**config.mk**
```make
export PLATFORM = sky130hd
export DESIGN_NAME = fifo_write_arbiter
export DESIGN_NICKNAME = d
export VERILOG_FILES = /design/src/rtl/fifo_write_arbiter.sv
export SDC_FILE = /design/constraint.sdc
export NUM_CORES = 1
export LEC_CHECK = 0
export ABC_CLOCK_PERIOD_IN_PS = 2300
export CORE_MARGIN = 1.5
export CORE_UTILIZATION = 33
export CTS_CLUSTER_DIAMETER = 40
export DETAILED_ROUTE_END_ITERATION = 8
export HOLD_SLACK_MARGIN = 0.1
export PLACE_DENSITY = 0.79
export SYNTH_ARGS = -nofsm -noshare
export SYNTH_HDL_FRONTEND = slang
export SYNTH_SLANG_ARGS = --single-unit
```
**constraint.sdc**
```tcl
create_clock -name clk -period 2.3 [get_ports clk]
set_input_delay 0.23 -clock clk [delete_from_list [all_inputs] [get_ports clk]]
set_output_delay 0.23 -clock clk [all_outputs]
set_load 0.01 [all_outputs]
```
**src/rtl/fifo_write_arbiter.sv**
```systemverilog
// fifo_write_arbiter: round-robin burst arbiter onto one FIFO write port; in clk,rst,req_valid,req_data,flush,fifo_ready; out req_ready,fifo_wen,fifo_din,fifo_clear,grant,grant_id
module fifo_write_arbiter #(
  parameter int SIZE = 4,
  parameter int PAR_WRITE = 2,
  parameter int NUM_REQ = 4,
  parameter int BURST = 4,
  localparam int IW = NUM_REQ > 1 ? $clog2(NUM_REQ) : 1,
  localparam int W = PAR_WRITE * SIZE
) (
  input  logic                 clk,
  input  logic                 rst,
  input  logic [NUM_REQ-1:0]   req_valid,
  input  logic [NUM_REQ*W-1:0] req_data,
  output logic [NUM_REQ-1:0]   req_ready,
  input  logic                 flush,
  input  logic                 fifo_ready,
  output logic                 fifo_wen,
  output logic [W-1:0]         fifo_din,
  output logic                 fifo_clear,
  output logic [NUM_REQ-1:0]   grant,
  output logic [IW-1:0]        grant_id
);
  localparam int CW = BURST > 1 ? $clog2(BURST) : 1;
  localparam logic [1:0] IDLE = 2'd0, GRANT = 2'd1, FLUSH = 2'd2;
  logic [1:0] state_q, state_d;
  logic [IW-1:0] owner_q, owner_d, last_q, last_d, start, pick;
  logic [CW-1:0] cnt_q, cnt_d;
  logic in_grant, xfer, rel, any;
  always_comb begin
    in_grant = state_q == GRANT;
    xfer = in_grant && req_valid[owner_q] && fifo_ready;
    rel = !req_valid[owner_q] || (xfer && cnt_q == CW'(BURST - 1));
    any = |req_valid;
    start = in_grant ? owner_q : last_q;
    pick = '0;
    for (int k = NUM_REQ; k >= 1; k--)
      pick = req_valid[(int'(start) + k) % NUM_REQ] ? IW'((int'(start) + k) % NUM_REQ) : pick;
    state_d = state_q;
    owner_d = owner_q;
    last_d = last_q;
    cnt_d = cnt_q;
    if (flush) begin
      state_d = FLUSH;
      owner_d = '0;
      last_d = IW'(NUM_REQ - 1);
      cnt_d = '0;
    end else if (state_q == FLUSH) begin
      state_d = IDLE;
    end else if (in_grant) begin
      last_d = rel ? owner_q : last_q;
      state_d = rel ? (any ? GRANT : IDLE) : GRANT;
      owner_d = rel ? (any ? pick : '0) : owner_q;
      cnt_d = rel ? '0 : cnt_q + CW'(xfer);
    end else begin
      state_d = any ? GRANT : IDLE;
      owner_d = any ? pick : '0;
      cnt_d = '0;
    end
  end
  always_ff @(posedge clk) begin
    if (rst) begin
      state_q <= IDLE;
      owner_q <= '0;
      last_q <= IW'(NUM_REQ - 1);
      cnt_q <= '0;
    end else begin
      state_q <= state_d;
      owner_q <= owner_d;
      last_q <= last_d;
      cnt_q <= cnt_d;
    end
  end
  assign fifo_wen = xfer;
  assign fifo_din = in_grant ? req_data[int'(owner_q)*W +: W] : '0;
  assign req_ready = (in_grant && fifo_ready) ? NUM_REQ'(1) << owner_q : '0;
  assign grant = in_grant ? NUM_REQ'(1) << owner_q : '0;
  assign grant_id = in_grant ? owner_q : '0;
  assign fifo_clear = state_q == FLUSH;
endmodule
```
# ---- Word-level counts from Yosys, hierarchy flattened
# Cells that the tools add are included.
dict set report classes {
  add_sub_neg 5
  magnitude_cmp 5
  eq_ne 4
  n_shift 2
  mux 33
  bitwise_logic 5
  n_reduce_logical 15
}
# cell n
set ops {}
lappend ops {{32-bit by 6-bit indexed part select with 8-bit output} 1}
lappend ops {{2-bit 2-to-1 mux} 15}
lappend ops {{3-bit by 4-bit less-than comparator with 1-bit output (second input constant)} 4}
lappend ops {{1-bit binary-select mux with 2-bit select} 5}
lappend ops {{1-bit 2-to-1 mux} 10}
lappend ops {{2-bit OR reduction} 5}
lappend ops {{4-bit 2-to-1 mux} 2}
lappend ops {{8-bit 2-to-1 mux} 1}
lappend ops {{2-bit by 1-bit adder with 2-bit output (second input constant)} 2}
lappend ops {{2-bit adder (second input constant)} 2}
lappend ops {{1-bit bitwise AND (first input constant)} 4}
lappend ops {{2-bit == test (second input constant)} 2}
lappend ops {{1-bit logical AND} 4}
lappend ops {{4-bit OR reduction} 1}
lappend ops {{1-bit by 2-bit << shifter with 4-bit output (first input constant)} 1}
lappend ops {{2-bit by 3-bit less-than comparator with 1-bit output (second input constant)} 1}
lappend ops {{3-bit AND reduction} 1}
lappend ops {{3-bit OR reduction} 1}
lappend ops {{2-bit by 1-bit adder with 2-bit output} 1}
lappend ops {{2-bit by 1-bit == test with 1-bit output (second input constant)} 1}
lappend ops {{2-bit by 1-bit inequality test with 1-bit output (second input constant)} 1}
lappend ops {{2-bit AND reduction} 1}
lappend ops {{1-bit logical NOT} 1}
lappend ops {{1-bit logical OR} 1}
lappend ops {{1-bit inverter} 1}
dict set report totals {
  reg_bits 8
  in_bits 40
}

# ---- Logic depth before layout (Yosys ltp)
# Gate-level depths: netlist of the first run.
dict set report logic_depth {
  depth_word 15
  ltp_mapped 7
}

# ---- Worst setup path after synthesis of the first run
# Ideal clock, no wire load.
dict set report synth_path {
  path_type {flip-flop to output port}
  startpoint {register owner_q[0]}
  endpoint {output fifo_din[2]}
  arrival_time_ns 1.587
  slack_ns 0.483
  path_stages_with_launch 5
  path_buffers 2
  path_cell_list {dfxtp_1 > buf_2 > buf_1 > mux4_2 > and2_1}
}
dict set report synth_via {
  elab_chain_cells 2
}
# element line_no
set synth_lines {}
lappend synth_lines {{start: declaration} 26} ;# logic [IW-1:0] owner_q, owner_d, last_q, last_d, start, pick;
lappend synth_lines {{start signal: assignment} 68} ;# owner_q <= owner_d;
lappend synth_lines {{32-bit by 6-bit indexed part select with 8-bit output} 74} ;# assign fifo_din = in_grant ? req_data[int'(owner_q)*W +: W] : '0;
lappend synth_lines {{8-bit 2-to-1 mux} 74}
lappend synth_lines {{end: declaration} 18} ;# output logic [W-1:0] fifo_din,
# No other way between the ends.

# ---- Final worst setup path of the first run
dict set report layout_path {
  startpoint {register owner_q[0]}
  endpoint {output fifo_din[3]}
}
# Same word-level chain as after synthesis.

==> results of run 1 <==
[cells by family (layout without fill, tap and decap cells)]
kind of cell	Yosys count	after routing	synth area share
AND/OR/NAND/NOR	42	42	0.312
AO/OA/AOI/OAI	17	17	0.145
multiplexers	11	11	0.282
buffers and inverters	9	72	0.0441
flip-flops	8	8	0.202
adder cells (fa/ha/maj)	1	1	0.0157
[routing by layer]
layer / share of wire / track usage / up-vias
li1: - / - / 465
met1: 0.37 / 0.204 / 448
met2: 0.53 / 0.371 / 48
met3: 0.089 / 0.0345 / 5
met4: 0.011 / 0.0482 / 0
met5: 0 / 0 / -
[synth_stat cells]
library cell   n  area, µm²
a2111oi_0      1       8.76
a211oi_1       1       7.51
a21boi_1       1       7.51
a21oi_1        6       30.0
a22oi_1        2       15.0
a31oi_1        1       6.26
a32o_1         1       10.0
and2_1        10       62.6
and3_1         2       12.5
and3_4         1       11.3
and3b_1        2       17.5
buf_1          1       3.75
buf_2          1       5.00
clkbuf_1       3       11.3
dfxtp_1        8        160
ha_1           1       12.5
inv_1          4       15.0
mux2_1         1       11.3
mux2i_1        1       10.0
mux4_2         9        203
nand2_1        4       15.0
nand2b_1       3       18.8
nand3_1        1       5.00
nand3b_1       1       7.51
nor2_1         6       22.5
nor2b_1        4       25.0
nor3_1         3       15.0
nor3b_1        2       15.0
nor4_1         1       6.26
o211ai_1       1       7.51
o21ai_0        1       5.00
o221ai_1       1       8.76
o2bb2ai_1      1       8.76
or2_0          1       6.26
or4_1          1       7.51
[critical path: stages (launching register included)]
cell             delay [ps]
dfxtp_1                 330
buf_4                   200
mux4_2                  510
and2_1                  170
clkdlybuf4s50_1         470
[power groups by stage]
stage	clock network, mW	registers (mW)	logic [mW]
global placement	0	0.150	0.180
floorplan	0	0.149	0.0768
CTS	0.112	0.147	0.184
detailed placement	0	0.150	0.183
global route	0.124	0.148	0.198
finish	0.111	0.148	0.184
[layout make-up]
cell class,instances,area (µm²)
inverters,4,15.0
fillers,190,766
well taps,28,35.0
multi-input cells,71,599
clock buffers,3,22.5
repair buffers,65,636
flip-flops and latches,8,160
[flip-flops by register name, summed over array words and instances, names as in the netlist]
| signal | cells |
|---|---|
| last_q | 2 |
| owner_q | 2 |
| cnt_q | 2 |
| state_q | 2 |
[through the flow]
| stage | hold WS (ps) | cell area [µm²] |
|---|---|---|
| floorplan | 302 | 795 |
| global placement | 509 | 1450 |
| detailed placement | 522 | 1450 |
| CTS | 533 | 1470 |
| global route | 561 | 1470 |
| finish | 536 | 1470 |
[worst max-delay path by stage]
stage | startpoint | to | slack [ps] | cells after the start
2_1_floorplan | owner_q[0] | fifo_din[2] | 480 | 4
3_3_place_gp | req_valid[0] | owner_q[1] | 130 | 6
3_5_place_dp | req_valid[0] | owner_q[1] | 80 | 6
4_1_cts | owner_q[0] | fifo_din[3] | 110 | 4
5_1_grt | owner_q[0] | fifo_din[5] | 40 | 4
6_report | owner_q[0] | fifo_din[3] | 140 | 4
==> results.cfg, run 1 <==
[status]
status = finished, final reports clean

[power_and_ir_drop]
clockPowerShare = 0.252
power_density_mw_per_mm2 = 302
p_seq_frac = 0.333
p_int_mw = 0.326
p_sw_frac = 0.265
power_frac_comb = 0.415
p_leak_nw = 0.556
peakVddDrop_v = 0.000239
p_sw_mw = 0.117
total_power_mw = 0.443

[setup_path]
end_kind = output pin
reg2reg_from = owner_q[1]
rrSetupSlack_ps = 360
rr_worst_depth = 5
crit_path_start_kind = flip-flop
arrival_ps = 1930
required_ps = 2070
worstSetupPathType = flip-flop to output pin
crit_fanout = 8
r2r_end = owner_q[1]

[finish]
layout-drive-gt1-share = 0.126
final_cells = 179
fin_util = 0.657
layout_common_cells = clkdlybuf4s50_1, and2_1, mux4_2, dfxtp_1
area_growth_pct = 84.7
num_antenna_cells = 0
fin_nets = 194
final_common_cell = clkdlybuf4s50_1

[hold_path]
worstHoldPathCells = 2
hold_end = last_q[1]
min_path_type = flip-flop to flip-flop
hold_start = last_q[1]

[floorplanning]
io_pins = 60
die_y_um = 52.1
num_rows = 17
start_util = 0.356
dieWidth_um = 52.1
core-area_mm2 = 0.00223
dieArea_mm2 = 0.00271

[place]
dp.cells = 176
gp_congestion = 0.858
dp_slack_ps = 79.3
io_buffers = 59
dp_hpwl_mm = 2.03

[grt]
grt_usage = 0.190
grt_pass1_vias = 887
overflow = 0
grt_max_degree = 20
grt_pass1_wl_mm = 3.84
antenna_found_initial = 0

[detailed_routing]
via_per_inst = 5.40
via_count = 966
routed_wl_mm = 2.48
drc = 0
initialDrtViolationCount = 26
ant_nets = 0
drtPass1Iterations = 4
wl_per_cell_um = 13.9

[cts]
clock_latency_ps = 260
clk_pin_slew_ps = 60
cts.sinks = 8
cts_hold_buffers = 0
htreeDepth = 1
clk_path_buf_depth = 2
post_cts_buffers = 0
cts-root-buf = clkbuf_4
cts_buffers = 3
cts_tree = done
cts_resized = 0

[logic_synthesis]
synth_seq_cells = 8
synth.yosys.seq_area_share = 0.202
yosysUniqueCellTypes = 35
syn_area_per_cell_um2 = 9.03
netlist_area_um2 = 795
synth_warnings = 0
synth_cells = 88
syn_nets = 129

[sta]
slew_violations = 0
worstMarginPinSlew_ps = 401
setup-tns-final_ps = 0
slew_headroom = 0.726
finClkSkew_ps = 2.14
timing.final.ws_setup_ps = 136
setup_viol = 0
layout_min_cycle_time_ps = 2160
fmax_mhz = 462
rsz0062_at_grt = false
fin_crit_sh = 0.941
hold_viol_final = 0

[run]
max_cap_violations = 0
Power figures use the tool's default switching activity.
==> run 2: changes to the inputs <==
--- a/config.mk
+++ b/config.mk
@@ -6,12 +6,12 @@
 export NUM_CORES = 1
 export LEC_CHECK = 0
 export ABC_CLOCK_PERIOD_IN_PS = 2300
-export CORE_MARGIN = 1.5
 export CORE_UTILIZATION = 33
 export CTS_CLUSTER_DIAMETER = 40
 export DETAILED_ROUTE_END_ITERATION = 8
 export HOLD_SLACK_MARGIN = 0.1
 export PLACE_DENSITY = 0.79
+export RECOVER_POWER = 25
 export SYNTH_ARGS = -nofsm -noshare
 export SYNTH_HDL_FRONTEND = slang
 export SYNTH_SLANG_ARGS = --single-unit
==> run 2 against run 1 <==
Via count increased by 1.9%. Sequential share of layout area about the same. Global-route usage grew 1.3 points. Non-clock buffer count unchanged. Clock power about the same. Combinational power hardly changed. Critical path type is now primary input to output pin. Largest power group unchanged. Highest routed layer unchanged.
==> results.cfg, run 2 (synthesized netlist as in run 1, its figures left out) <==
[detailed_routing]
via_count = 984
drc = 0
initialDrtViolationCount = 16
routed_wl_mm = 2.53
ant_nets = 0
drtPass1Iterations = 4
wl_per_cell_um = 14.1
via_per_inst = 5.50

[setup_path]
required_ps = 2070
crit_family = buffers and inverters
cp_slowest_stage_delay_ps = 530
worstSetupPathType = primary input to output pin
worstPathCellList = clkdlybuf4s50_1 > mux4_2 > and3_1 > clkdlybuf4s50_1
crit_path_start_kind = primary input
cpMostUsedCell = clkdlybuf4s50_1
crit_path_top_delay_cell = mux4_2
crit_fanout = 4
arrival_ps = 1940
end_kind = output pin
path_buf_inv = 2

[floorplanning]
dieArea_mm2 = 0.00261
core-area_mm2 = 0.00223
start_util = 0.356
dieWidth_um = 51.1
num_rows = 17
io_pins = 60
die_y_um = 51.1

[finish]
area_growth_pct = 84.3
final_common_cell = clkdlybuf4s50_1
layout_common_cells = clkdlybuf4s50_1, and2_1, mux4_2, dfxtp_1
num_antenna_cells = 0
fin_nets = 194
layout-drive-gt1-share = 0.119
final_cells = 179

[status]
status = finished, final reports clean

[grt]
grt_pass1_wl_mm = 3.88
grt_usage = 0.202
overflow = 0
grt_pass1_vias = 925
antenna_found_initial = 0
grt_max_degree = 20

[cts]
clk_pin_slew_ps = 50
cts_tree = done
cts_hold_buffers = 0
cts_resized = 0
cts_buffers = 3
cts-root-buf = clkbuf_4
htreeDepth = 1
clock_latency_ps = 270
post_cts_buffers = 0
cts.sinks = 8
clk_path_buf_depth = 2

[sta]
slew_violations = 0
setup_viol = 0
timing.final.ws_setup_ps = 128
setup-tns-final_ps = 0
hold_viol_final = 0
slew_headroom = 0.694
worstMarginPinSlew_ps = 457
fin_crit_sh = 0.944
rsz0062_at_grt = false
fmax_mhz = 460
finClkSkew_ps = 1.14
layout_min_cycle_time_ps = 2170

[place]
dp_slack_ps = 55.7
io_buffers = 59
dp_hpwl_mm = 2.01
dp.cells = 176
gp_congestion = 0.875

[hold_path]
min_path_type = flip-flop to flip-flop

[power_and_ir_drop]
peakVddDrop_v = 0.000242
total_power_mw = 0.444
power_density_mw_per_mm2 = 303
p_leak_nw = 0.559

[run]
max_cap_violations = 0
## run 2: worst min-delay path, stage by stage (launching register included)
cell and delay, ps:
dfxtp_1 330, inv_1 80, o211ai_1 90
## run 2: power breakdown
group	total, mW	internal (mW)	switching [mW]
combinational	0.183	0.121	0.0624
clock	0.113	0.0600	0.0527
sequential	0.147	0.143	0.00419
## run 2: routing by layer
layer / global-route usage / part of all wire / routed length (µm) / vias to the layer above
li1: - / - / - / 462
met1: 0.194 / 0.35 / 874 / 456
met2: 0.393 / 0.53 / 1350 / 61
met3: 0.0565 / 0.11 / 272 / 5
met4: 0.0880 / 0.013 / 34 / 0
met5: 0 / 0 / 0 / -
## run 2: layout make-up
cell class / instances / area, µm²
fill: 193 / 769
timing repair buffer: 65 / 632
multi-input combinational: 71 / 599
sequential: 8 / 160
tap: 28 / 35.0
clock buffer: 3 / 22.5
inverter: 4 / 15.0
## run 2: worst paths after layout
kind	from	depth (start not counted)	slack [ps]	to
hold reg to reg	last_q[0]	2	560	last_q[0]
setup / recovery	req_valid[2]	4	130	fifo_wen
setup reg to reg	owner_q[1]	5	320	owner_q[1]
hold / removal	last_q[0]	2	560	last_q[0]
## run 2: metrics by stage
step	utilization	hold slack (ps)	area, µm²
3_5_place_dp	0.647	533	1450
5_1_grt	0.655	581	1460
4_1_cts	0.657	552	1470
6_report	0.655	557	1460
2_1_floorplan	-	302	795
3_3_place_gp	0.647	508	1450
